## src/rtl/dmem_access_ctrl.sv

```systemverilog
// Data-memory access controller: one outstanding load/store, size/offset lane steering, bus timeout.
// Optional macro DMEM_MISALIGN_TRAP_EN traps misaligned accesses instead of aligning them down.
module dmem_access_ctrl #(
  parameter int unsigned TIMEOUT = 64
) (
  input  logic        clk,
  input  logic        rst,
  input  logic        req_valid,
  output logic        req_ready,
  input  logic        re,
  input  logic        we,
  input  logic [2:0]  func3,
  input  logic [63:0] addr,
  input  logic [63:0] wdata,
  output logic        mem_req,
  output logic        mem_we,
  output logic [63:0] mem_addr,
  output logic [63:0] mem_wdata,
  output logic [7:0]  mem_wstrb,
  input  logic        mem_gnt,
  input  logic        mem_rvalid,
  input  logic [63:0] mem_rdata,
  output logic        resp_valid,
  output logic [63:0] load_data,
  output logic        load_re,
  output logic [2:0]  load_func3,
  output logic        misalign_fault,
  output logic        bus_err
);

  localparam logic [7:0] TIMEOUT_L = 8'(TIMEOUT);

  typedef enum logic [1:0] {IDLE, REQ, WAIT, DONE} state_t;

  function automatic logic [7:0] size_mask(input logic [1:0] sz);
    case (sz)
      2'b00:   size_mask = 8'h01;
      2'b01:   size_mask = 8'h03;
      2'b10:   size_mask = 8'h0F;
      default: size_mask = 8'hFF;
    endcase
  endfunction

  function automatic logic [2:0] align_off(input logic [2:0] off, input logic [1:0] sz);
    case (sz)
      2'b00:   align_off = off;
      2'b01:   align_off = {off[2:1], 1'b0};
      2'b10:   align_off = {off[2], 2'b00};
      default: align_off = 3'b000;
    endcase
  endfunction

`ifdef DMEM_MISALIGN_TRAP_EN
  function automatic logic misaligned(input logic [2:0] off, input logic [1:0] sz);
    misaligned = (off != align_off(off, sz));
  endfunction
`endif

  state_t      state_q;
  logic        re_q, we_q;
  logic [2:0]  func3_q;
  logic [63:0] addr_q, wdata_q;
  logic [7:0]  cnt_q;
  logic        mem_req_q;
  logic        resp_valid_q;
  logic [63:0] load_data_q;
  logic        load_re_q;
  logic [2:0]  load_func3_q;
  logic        misalign_q;
  logic        bus_err_q;

  logic [2:0]  off_d;
  logic [7:0]  cnt_d;
  logic        timeout_d;
  logic        misalign_d;
  logic [63:0] rdata_sh_d;

  // Offset of the in-flight access, already forced to its natural alignment.
  assign off_d      = align_off(addr_q[2:0], func3_q[1:0]);
  assign cnt_d      = cnt_q + 8'd1;
  assign timeout_d  = (cnt_d == TIMEOUT_L);
  assign rdata_sh_d = mem_rdata >> {off_d, 3'b000};
`ifdef DMEM_MISALIGN_TRAP_EN
  assign misalign_d = misaligned(addr[2:0], func3[1:0]);
`else
  assign misalign_d = 1'b0;
`endif

  assign req_ready      = (state_q == IDLE);
  assign mem_req        = mem_req_q;
  assign mem_we         = mem_req_q & we_q;
  assign mem_addr       = {addr_q[63:3], 3'b000};
  assign mem_wstrb      = mem_we ? (size_mask(func3_q[1:0]) << off_d) : 8'h00;
  assign mem_wdata      = mem_we ? (wdata_q << {off_d, 3'b000}) : 64'd0;
  assign resp_valid     = resp_valid_q;
  assign load_data      = load_data_q;
  assign load_re        = load_re_q;
  assign load_func3     = load_func3_q;
  assign misalign_fault = misalign_q;
  assign bus_err        = bus_err_q;

  always_ff @(posedge clk or posedge rst) begin
    if (rst) begin
      state_q      <= IDLE;
      re_q         <= 1'b0;
      we_q         <= 1'b0;
      func3_q      <= 3'd0;
      addr_q       <= 64'd0;
      wdata_q      <= 64'd0;
      cnt_q        <= 8'd0;
      mem_req_q    <= 1'b0;
      resp_valid_q <= 1'b0;
      load_data_q  <= 64'd0;
      load_re_q    <= 1'b0;
      load_func3_q <= 3'd0;
      misalign_q   <= 1'b0;
      bus_err_q    <= 1'b0;
    end else begin
      case (state_q)
        IDLE: begin
          // A request with neither re nor we is consumed here and never reaches memory.
          if (req_valid && (re || we)) begin
            re_q    <= re;
            we_q    <= we;
            func3_q <= func3;
            addr_q  <= addr;
            wdata_q <= wdata;
            cnt_q   <= 8'd0;
            if (misalign_d) begin
              state_q      <= DONE;
              resp_valid_q <= 1'b1;
              misalign_q   <= 1'b1;
              load_re_q    <= re & ~we;
              load_func3_q <= func3;
              load_data_q  <= 64'd0;
            end else begin
              state_q   <= REQ;
              mem_req_q <= 1'b1;
            end
          end
        end
        REQ: begin
          cnt_q <= cnt_d;
          if (mem_gnt) begin
            mem_req_q <= 1'b0;
            if (we_q) begin
              state_q      <= DONE;
              resp_valid_q <= 1'b1;
              load_re_q    <= 1'b0;
              load_func3_q <= func3_q;
              load_data_q  <= 64'd0;
            end else begin
              state_q <= WAIT;
            end
          end else if (timeout_d) begin
            mem_req_q    <= 1'b0;
            state_q      <= DONE;
            resp_valid_q <= 1'b1;
            bus_err_q    <= 1'b1;
            load_re_q    <= re_q & ~we_q;
            load_func3_q <= func3_q;
            load_data_q  <= 64'd0;
          end
        end
        WAIT: begin
          cnt_q <= cnt_d;
          if (mem_rvalid) begin
            state_q      <= DONE;
            resp_valid_q <= 1'b1;
            load_re_q    <= re_q & ~we_q;
            load_func3_q <= func3_q;
            load_data_q  <= rdata_sh_d;
          end else if (timeout_d) begin
            state_q      <= DONE;
            resp_valid_q <= 1'b1;
            bus_err_q    <= 1'b1;
            load_re_q    <= re_q & ~we_q;
            load_func3_q <= func3_q;
            load_data_q  <= 64'd0;
          end
        end
        DONE: begin
          state_q      <= IDLE;
          resp_valid_q <= 1'b0;
          misalign_q   <= 1'b0;
          bus_err_q    <= 1'b0;
          load_re_q    <= 1'b0;
          load_func3_q <= 3'd0;
          load_data_q  <= 64'd0;
        end
        default: state_q <= IDLE;
      endcase
    end
  end

endmodule
```

## config.mk

```make
export PLATFORM = sky130hd
export DESIGN_NAME = dmem_access_ctrl
export DESIGN_NICKNAME = d
export VERILOG_FILES = /design/src/rtl/dmem_access_ctrl.sv
export SDC_FILE = /design/constraint.sdc
export NUM_CORES = 1
export LEC_CHECK = 0
export ABC_AREA = 0
export BUFFER_PORTS_ARGS = -buffer_cell sky130_fd_sc_hd__buf_2
export CAP_MARGIN = 20
export CORE_UTILIZATION = 41
export DETAILED_ROUTE_END_ITERATION = 12
export GPL_ROUTABILITY_DRIVEN = 0
export PLACE_DENSITY = 0.66
export SYNTH_ARGS = -nofsm -noshare
export SYNTH_HDL_FRONTEND = slang
export SYNTH_SLANG_ARGS = --single-unit
```

## constraint.sdc

```tcl
create_clock -name clk -period 9.4 [get_ports clk]
set_clock_uncertainty 0.2 [all_clocks]
set_input_delay 2.35 -clock clk [delete_from_list [all_inputs] [get_ports clk]]
set_output_delay 2.35 -clock clk [all_outputs]
set_load 0.1 [all_outputs]
```

* Word-level counts from Yosys, hierarchy flattened *
Cells that the tools add are included.

storage, ports and cells
  register bits = 214
  input port bits = 202
  output and inout bits = 210

cells by class
  add/sub/neg operators = 1
  equal/unequal tests = 11
  shifts and indexed selects = 3
  mux-type cells = 40
  bitwise operators = 4
  reductions and logical operators = 13

operator list
  cell                                                                    count
  64-bit 2-to-1 mux                                                       5
  64-bit case mux with 3 select lines                                     1
  64-bit by 6-bit << shifter with 64-bit output                           1
  64-bit by 6-bit >> shifter with 64-bit output                           1
  8-bit case mux with 3 select lines                                      1
  3-bit case mux with 3 select lines                                      2
  8-bit 2-to-1 mux                                                        2
  8-bit case mux with 2 select lines                                      1
  1-bit 2-to-1 mux                                                        15
  3-bit 2-to-1 mux                                                        4
  1-bit case mux with 3 select lines                                      3
  8-bit by 1-bit adder with 8-bit output (second input constant)          1
  8-bit by 7-bit equality test with 1-bit output (second input constant)  1
  2-bit 2-to-1 mux                                                        4
  2-bit case mux with 4 select lines                                      1
  8-bit by 3-bit << shifter with 8-bit output                             1
  2-bit equality test (second input constant)                             3
  3-bit inequality test (second input constant)                           2
  2-bit AND reduction                                                     3
  3-bit AND reduction                                                     2
  2-bit by 1-bit equality test with 1-bit output (second input constant)  2
  2-bit logical NOT                                                       2
  2-bit inequality test (second input constant)                           2
  2-bit nonzero test                                                      2
  other kinds (8)                                                         10

* Depth between registers and ports, before layout *
Gate-level depths: netlist (run 1).

  depth after elaboration = 5
  gate-level depth with buffers = 10
  depth with buffers taken out = 7

* Least setup slack after synthesis (run 1) *
OpenSTA, ideal clock, no wires.

  path kind = flip-flop to output port
  start point = register mem_req_q, in the netlist mem_req
  end point = output port mem_wstrb[3]
  arrival = 3.594 ns
  path slack = 3.256 ns
  cell stages (with the launch flop) = 5
  cells stage by stage = dfrtp_1 nand2_1 inv_1 nand2_1 a21oi_1

between the ends
  word-level cells in the longest chain between the ends = 2

RTL lines
  item                      line  text
  start: declaration        64    logic mem_req_q;
  start signal: assignment  111   mem_req_q <= 1'b0;
  start signal: assignment  138   mem_req_q <= 1'b1;
  start signal: assignment  145   mem_req_q <= 1'b0;
  1-bit bitwise AND         91    assign mem_we = mem_req_q & we_q;
  via mem_we                16    output logic mem_we,
  8-bit 2-to-1 mux          93    assign mem_wstrb = mem_we ? (size_mask(func3_q[1:0]) << off_d) : 8'h00;
  end: declaration          19    output logic [7:0] mem_wstrb,

The timed path passes the listed nets, and every way through them passes these cells.

* Final worst setup path (run 1) *
  start point = register func3_q[1]
  end point = output port mem_wdata[59]

between the ends
  word-level cells in the longest chain between the ends = 4

RTL lines
  item                                               line  text
  start: declaration                                 61    logic [2:0] func3_q;
  start signal: assignment                           125   func3_q <= func3;
  2-bit equality test, or another cell as far along  45    case (sz)
  3-bit case mux with 3 select lines *               45
  64-bit by 6-bit << shifter with 64-bit output *    94    assign mem_wdata = mem_we ? (wdata_q << {off_d, 3'b000}) : 64'd0;
  64-bit 2-to-1 mux *                                94
  end: declaration                                   18    output logic [63:0] mem_wdata,

Mark *: on every way between the ends. The rest lies on a longest branch, timed or not.

==> flow_metrics.tcl, run 1 <==
set metrics [dict create \
    status "complete, no violations" \
    mostFrequentLayoutCells "407 x sky130_fd_sc_hd__buf_2, 214 x sky130_fd_sc_hd__dfrtp_1, 168 x sky130_fd_sc_hd__nand2_1" \
    drive_gt1_frac 0.4218 \
    hpwl_after_detailed_placement_mm 30.24 \
    grt_antenna_before_repair 5 \
    cp_data_required_time_ns 6.85 \
    core.rowCount 63 \
    synth.distinct_cells 58 \
    period_share 0.6795 \
    clock.fmax_mhz 156.6 \
    crit_fanout 50 \
    synthToLayoutAreaGrowth_pct 22.57 \
    tns_ns 0 \
    synth_enable_flop_cells 0 \
    cts_hold_repair.buffers 0 \
    worstMarginPinSlew_ns 0.9571 \
    ant_nets 0 \
    critical-path-top-delay-family "buffers and inverters" \
    netlist_top_cells_area "sky130_fd_sc_hd__dfrtp_1 44%, sky130_fd_sc_hd__mux2_2 12%, sky130_fd_sc_hd__mux2i_1 8.8%, sky130_fd_sc_hd__nand2_1 5.1%, sky130_fd_sc_hd__buf_4 4.5%" \
    numClockSinks 214 \
    wirelength_mm 41.72 \
    dieHeight_microns 175.1 \
    numPortBuffers 407 \
    syn_area_sq_um 12290 \
    grt_setup_unrepaired "no" \
    groute.usage.overall 0.2646 \
    grt_remaining_overflow 0 \
    finalHoldViolCount 0 \
    path_common_cell "sky130_fd_sc_hd__mux2i_1" \
    critical_path_buf_inv_count 2 \
    postSynthAreaPerCell_sq_um 10.37 \
    final.min_clock_period_ns 6.387 \
    register_area_sq_um 5355 \
    clock-root-buffer "sky130_fd_sc_hd__clkbuf_16" \
    floorplan.die_area_sq_um 30670 \
    buffers_inserted_by_post_cts_timing_repair 0 \
    critical-path-max-stage-delay_ns 0.73 \
    final_max_slew_viol_count 0 \
    timing.critical_path.arrival_ns 3.84 \
    num_vias 10708 \
    detail_route.vias_per_cell 5.645 \
    detail_route.first_pass.iterations 6 \
    synth.yosys.seq_area_share 0.4358 \
    clock_insertion_delay_worst_skew_ns 0.53 \
    cp-end-kind "output port" \
    crit_path_cell_trace "nand2b_4 -> buf_4 -> mux2i_1 -> mux2i_1 -> nand2_1 -> a21oi_1 -> buf_2" \
    routedWlPerCell_microns 21.99 \
    drt_iter0_drc 858 \
    clock_tree.buffer_depth 3 \
    max_cap_violation_count 0 \
    ios 412 \
    setup_viol 0 \
    yosysTopAreaCell "sky130_fd_sc_hd__dfrtp_1" \
    total_cts_buffers 26 \
    relSlewSlack 0.3619 \
    timing.critical_path.slowest_stage_cell "sky130_fd_sc_hd__buf_4" \
    yosys_warnings 0 \
    worst_hold_path_type "flop to flop" \
    synth_top_flop_cell "sky130_fd_sc_hd__dfrtp_1" \
    grt_start_max_net_pins 86 \
    grt_pass1_vias 10651 \
    finalNetCount 1691 \
    worstSetupStartpointType "flop" \
    clk_transition_reported_paths_ns 0.06 \
    mostFrequentLayoutCell "sky130_fd_sc_hd__buf_2" \
    initial_core_util 0.4157 \
    asyncSetResetFlopFracSynth 1.000 \
    cts_repair_resize_count 0 \
    synthDominantCellAreaShare 0.4358 \
    floorplan.die.width_microns 175.1 \
    wire_length_of_the_first_global_routing_pass_mm 62.70 \
    remaining_design_rule_violation_count 0 \
    cts.htree.levels 1 \
    synth.ff_latch_count 214 \
    coreArea_sq_um 29560 \
    footprint_of_the_multi_input_gates_sq_um 5981 \
    fillCellCount 2740 \
    syn-instance-count 1185 \
    tritoncts "yes" \
    worst-setup-path-type "flop to output port" \
]
## worst reg2reg max path, stage by stage, from the launching register on
cell	delay [ns]
sky130_fd_sc_hd__dfrtp_1	0.42
sky130_fd_sc_hd__ha_1	0.28
sky130_fd_sc_hd__or3b_1	0.36
sky130_fd_sc_hd__a211o_1	0.31
sky130_fd_sc_hd__a21oi_2	0.51
sky130_fd_sc_hd__o21ai_4	0.22
sky130_fd_sc_hd__buf_4	0.38
sky130_fd_sc_hd__a22o_1	0.33
## sequential cells by signal (all words and copies together), names as in the netlist
register / count
re_q: 1
state_q: 2
addr_q: 64
we_q: 1
load_func3: 3
bus_err: 1
mem_req: 1
cnt_q: 8
func3_q: 3
wdata_q: 64
load_data: 64
resp_valid: 1
load_re: 1
## synthesized netlist by cell type (all sizes together), types with 4 or more instances
master and number:
dfrtp 214, nand2 168, mux2 133, buf 116
mux2i 108, nand3 48, clkbuf 42, o2bb2ai 40
nor2 38, a21oi 33, o21ai 33, a22o 24
inv 21, a32o 17, and2 17, a221o 16
and3 14, a32oi 13, nand2b 10, o211ai 9
a31o 8, mux4 6, a22oi 5, ha 5
a31oi 4, nor2b 4, nor3 4
## metal layers
metal,share of wire,track usage,vias to the layer above
met5,0,0,-
met4,0.044,0.1188,0
met3,0.076,0.05265,107
met2,0.50,0.4530,566
met1,0.38,0.3206,5222
li1,-,-,4813
## logic make-up (layout without fill, tap and decap cells)
kind of cell,Yosys count,after routing,synth area share
other,1,8,0.0003052
AO/OA/AOI/OAI,224,224,0.1404
XOR/XNOR,2,2,0.001426
multiplexers,247,247,0.2209
adder cells (fa/ha/maj),5,5,0.005091
AND/OR/NAND/NOR,313,313,0.1141
flip-flops,214,214,0.4358
buffers and inverters,179,494,0.08197
## cell type report
| cell class | count | share of cell area |
|---|---|---|
| multi-input cells | 795 | 0.3971 |
| flip-flops and latches | 214 | 0.3555 |
| repair buffers | 426 | 0.1452 |
| clock buffers | 35 | 0.05217 |
| well taps | 390 | 0.03240 |
| clock inverters | 12 | 0.01121 |
| inverters | 21 | 0.005732 |
| diodes | 4 | 0.0006646 |
## path summary, 6_finish.rpt
kind                                            from                        end  slack [ns]  cells after the start
min                        load_data[55]$_DFFE_PP0P_  load_data[55]$_DFFE_PP0P_        0.28                      1
max in group asynchronous                        rst  load_data[16]$_DFFE_PP0P_        5.87                      3
min in group asynchronous                        rst     addr_q[23]$_DFFE_PP0P_        1.69                      2
max reg2reg                     cnt_q[0]$_DFFE_PP0P_  load_data[32]$_DFFE_PP0P_        6.29                      7
min reg2reg                load_data[55]$_DFFE_PP0P_  load_data[55]$_DFFE_PP0P_        0.28                      1
max                           func3_q[1]$_DFFE_PP0P_              mem_wdata[59]        3.01                      7
## stage by stage
step	std cells	hold slack, ns	cell area, sq um	utilization	setup WS, ns
CTS	1892	0.2871	15040	0.5087	2.995
floorplan	1188	0.2712	12300	-	0.9991
detailed placement	1845	0.2688	14080	0.4764	3.571
finish	1897	0.2802	15060	0.5095	3.013
global placement	1845	0.2710	14080	0.4764	3.665
global route	1897	0.2917	15060	0.5095	2.755
Power of run 1 is not shown: default switching activity piles up to over one toggle a cycle in this logic, so the estimate is an artifact.
==> run 2, diff against run 1 <==
--- a/config.mk
+++ b/config.mk
@@ -5,13 +5,13 @@
 export SDC_FILE = /design/constraint.sdc
 export NUM_CORES = 1
 export LEC_CHECK = 0
-export ABC_AREA = 0
+export ABC_AREA = 1
 export BUFFER_PORTS_ARGS = -buffer_cell sky130_fd_sc_hd__buf_2
 export CAP_MARGIN = 20
 export CORE_UTILIZATION = 41
 export DETAILED_ROUTE_END_ITERATION = 12
 export GPL_ROUTABILITY_DRIVEN = 0
-export PLACE_DENSITY = 0.66
+export PLACE_DENSITY = 0.69
 export SYNTH_ARGS = -nofsm -noshare
 export SYNTH_HDL_FRONTEND = slang
 export SYNTH_SLANG_ARGS = --single-unit
==> constraint.sdc (replaced) <==
create_clock -name clk -period 5.7 [get_ports clk]
set_clock_uncertainty 0.2 [all_clocks]
set_input_delay 1.425 -clock clk [delete_from_list [all_inputs] [get_ports clk]]
set_output_delay 1.425 -clock clk [all_outputs]
set_load 0.1 [all_outputs]
==> run 2 against run 1 <==
Final area shrank 2.6%. Synthesized area is 2.9% lower. Die area down 2.8%. Register-to-register slack got worse by 3.9 ns. Flip-flop and latch count stayed put. Setup slack worse by 2.3 ns. Synthesized cell count increased by 42%. Critical path type unchanged. Largest cell class is now flip-flops and latches.
==> flow_metrics.tcl, run 2 <==
set metrics [dict create \
    drive_gt1_frac 0.2555 \
    remaining_design_rule_violation_count 0 \
    synthDominantCellAreaShare 0.4486 \
    numClockSinks 214 \
    r2r.worst_path.cells 8 \
    hpwl_after_detailed_placement_mm 31.73 \
    largest_family_of_logic_cells_by_synthesized_area "simple AND/OR/NAND/NOR gates" \
    initial_core_util 0.4159 \
    synthToLayoutAreaGrowth_pct 22.93 \
    grt_setup_unrepaired "no" \
    synth.ff_latch_count 214 \
    buffers_inserted_by_post_cts_timing_repair 0 \
    finalHoldViolCount 0 \
    worst-setup-path-type "flop to output port" \
    tritoncts "yes" \
    final_util 0.5113 \
    dieHeight_microns 172.6 \
    worstMarginPinSlew_ns 1.050 \
    synth.distinct_cells 36 \
    clock-root-buffer "sky130_fd_sc_hd__clkbuf_16" \
    compound_cell_area_share_of_the_yosys_netlist 0.1293 \
    final.hold.worst_slack_ns 0.2638 \
    num_vias 12382 \
    grt_pass1_vias 11896 \
    yosysTopAreaCell "sky130_fd_sc_hd__dfrtp_1" \
    relSlewSlack 0.3001 \
    status "complete, no violations" \
    timing.critical_path.slowest_stage_cell "sky130_fd_sc_hd__nand2_1" \
    synth_commonest_cells "685 x sky130_fd_sc_hd__nand2_1, 214 x sky130_fd_sc_hd__dfrtp_1, 204 x sky130_fd_sc_hd__o21ai_0" \
    synth_mux_area_frac 0.006708 \
    synth_top_flop_cell "sky130_fd_sc_hd__dfrtp_1" \
    cts.htree.levels 1 \
    clock_insertion_delay_worst_skew_ns 0.55 \
    timing.critical_path.arrival_ns 3.36 \
    asyncSetResetFlopFracSynth 1.000 \
    core.rowCount 62 \
    yosys.area_share.simple 0.2944 \
    critical_path_buf_inv_count 2 \
    detail_route.vias_per_cell 5.209 \
    syn_area_sq_um 11940 \
    numPortBuffers 407 \
    whs_endpoint "load_data[57]$_DFFE_PP0P_" \
    critical-path-top-delay-family "simple AND/OR/NAND/NOR gates" \
    drt_iter0_drc 1226 \
    floorplan.die_area_sq_um 29800 \
    path_common_cell "sky130_fd_sc_hd__nand2_1" \
    synth_adder_area_share 0.005241 \
    cp_num_cells 6 \
    syn-instance-count 1677 \
    critPathLaunch "func3_q[1]$_DFFE_PP0P_" \
    groute.usage.overall 0.2799 \
    crit_fanout 24 \
    stdcell_area_sq_um 14680 \
    clock_tree.buffer_depth 3 \
    clk_transition_reported_paths_ns 0.06 \
    postSynthAreaPerCell_sq_um 7.118 \
    timing.rr.start "state_q[0]$_DFFE_PP0P_" \
    fillCellCount 2890 \
    netlist_top_cells_area "sky130_fd_sc_hd__dfrtp_1 45%, sky130_fd_sc_hd__nand2_1 22%, sky130_fd_sc_hd__o21ai_0 8.6%, sky130_fd_sc_hd__buf_4 4.1%, sky130_fd_sc_hd__inv_1 3.4%" \
    worst_hold_path_type "flop to flop" \
    final.min_clock_period_ns 4.983 \
    whs_path_depth 2 \
    floorplan.die.width_microns 172.6 \
    cts_hold_repair.buffers 0 \
    mostFrequentLayoutCells "684 x sky130_fd_sc_hd__nand2_1, 402 x sky130_fd_sc_hd__buf_2, 214 x sky130_fd_sc_hd__dfrtp_1" \
    synth_most_common_cell "sky130_fd_sc_hd__nand2_1" \
    worstSetupStartpointType "flop" \
    cp-end-kind "output port" \
    wire_length_of_the_first_global_routing_pass_mm 65.36 \
    coreArea_sq_um 28700 \
    grt_antenna_before_repair 10 \
    cts_repair_resize_count 0 \
    total_cts_buffers 25 \
    wirelength_mm 42.58 \
    grt_start_max_net_pins 113 \
    ios 412 \
    synth_enable_flop_cells 0 \
    ant_nets 0 \
    holdCritStartpoint "load_data[57]$_DFFE_PP0P_" \
    critical-path-max-stage-delay_ns 0.62 \
    finalNetCount 2175 \
    yosys_warnings 0 \
    clock.fmax_mhz 200.7 \
    max_cap_violation_count 0 \
    crit_path_cell_trace "nand2_1 -> nand2_1 -> inv_1 -> nand2_1 -> o22ai_1 -> buf_2" \
    cp_data_required_time_ns 4.07 \
    cell_area_after_placement_sq_um 13800 \
    final_max_slew_viol_count 0 \
    setup_viol 0 \
    routedWlPerCell_microns 17.91 \
    detail_route.first_pass.iterations 6 \
    grt_remaining_overflow 0 \
    regToRegEndpoint "wdata_q[25]$_DFFE_PP0P_" \
    period_share 0.8742 \
    synth.yosys.seq_area_share 0.4486 \
    post_synthesis_share_of_cell_area_spent_on_xor_and_xnor_gates 0.002096 \
    timing.reg2reg.setup_slack_ns 2.35 \
    mostFrequentLayoutCell "sky130_fd_sc_hd__nand2_1" \
]
run 2: cell types whose count changed after synthesis, sizes merged, moves of 17 or more:
| cell | change |
|---|---|
| nand2 | +518 |
| o21ai | +174 |
| mux2 | -133 |
| mux2i | -100 |
| inv | +91 |
| nor2 | +52 |
| o2bb2ai | -40 |
| nand3 | +34 |
| o22ai | +28 |
| a22o | -24 |
| or2 | +21 |
| a32o | -17 |
| and2 | -17 |
run 2: worst register-to-register path, cell delays in order (launching register included):
cell                      delay (ns)
sky130_fd_sc_hd__dfrtp_1        0.40
sky130_fd_sc_hd__inv_1          0.11
sky130_fd_sc_hd__ha_1           0.33
sky130_fd_sc_hd__inv_1          0.18
sky130_fd_sc_hd__nor2_4         0.14
sky130_fd_sc_hd__buf_4          0.75
sky130_fd_sc_hd__buf_4          0.83
sky130_fd_sc_hd__nand2_1        0.18
sky130_fd_sc_hd__o21ai_0        0.13
run 2: worst max path at each step:
stage | end | slack (ns)
floorplan | mem_wdata[2] | -0.74
global placement | mem_wdata[49] | 1.43
detailed placement | mem_wdata[49] | 1.40
CTS | mem_wdata[49] | 0.80
global route | mem_wdata[59] | 0.59
finish | mem_wdata[49] | 0.72
run 2: through the flow:
step	setup WS, ns	setup TNS, ns	cells
2_1_floorplan	-0.7371	-4.683	1680
3_3_place_gp	1.426	0	2325
3_5_place_dp	1.395	0	2325
4_1_cts	0.8011	0	2368
5_1_grt	0.5879	0	2376
6_report	0.7168	0	2377
run 2: area by class of cell:
cell class / instances / area (sq um) / share of cell area
flip-flops and latches: 214 / 5355 / 0.3649
multi-input cells: 1191 / 5291 / 0.3606
repair buffers: 423 / 2245 / 0.1530
clock buffers: 29 / 660.6 / 0.04502
well taps: 384 / 480.5 / 0.03274
inverters: 113 / 427.9 / 0.02916
clock inverters: 14 / 192.7 / 0.01313
diodes: 9 / 22.52 / 0.001535
run 2: cell families after synthesis:
logic type | count (synthesis)
compound gates | 285
xor+xnor | 2
fa+ha+maj | 5
buf+inv | 275
flops | 214
mux | 8
other cells | 1
simple gates | 887
run 2: per-layer routing:
metal | vias up | wire length [microns] | GRT usage
li1 | 5851 | - | -
met4 | 2 | 2203 | 0.1496
met1 | 5774 | 15820 | 0.3252
met5 | - | 12 | 0
met2 | 633 | 21080 | 0.4896
met3 | 122 | 3463 | 0.05079
Power of run 2 is left out for the same reason.
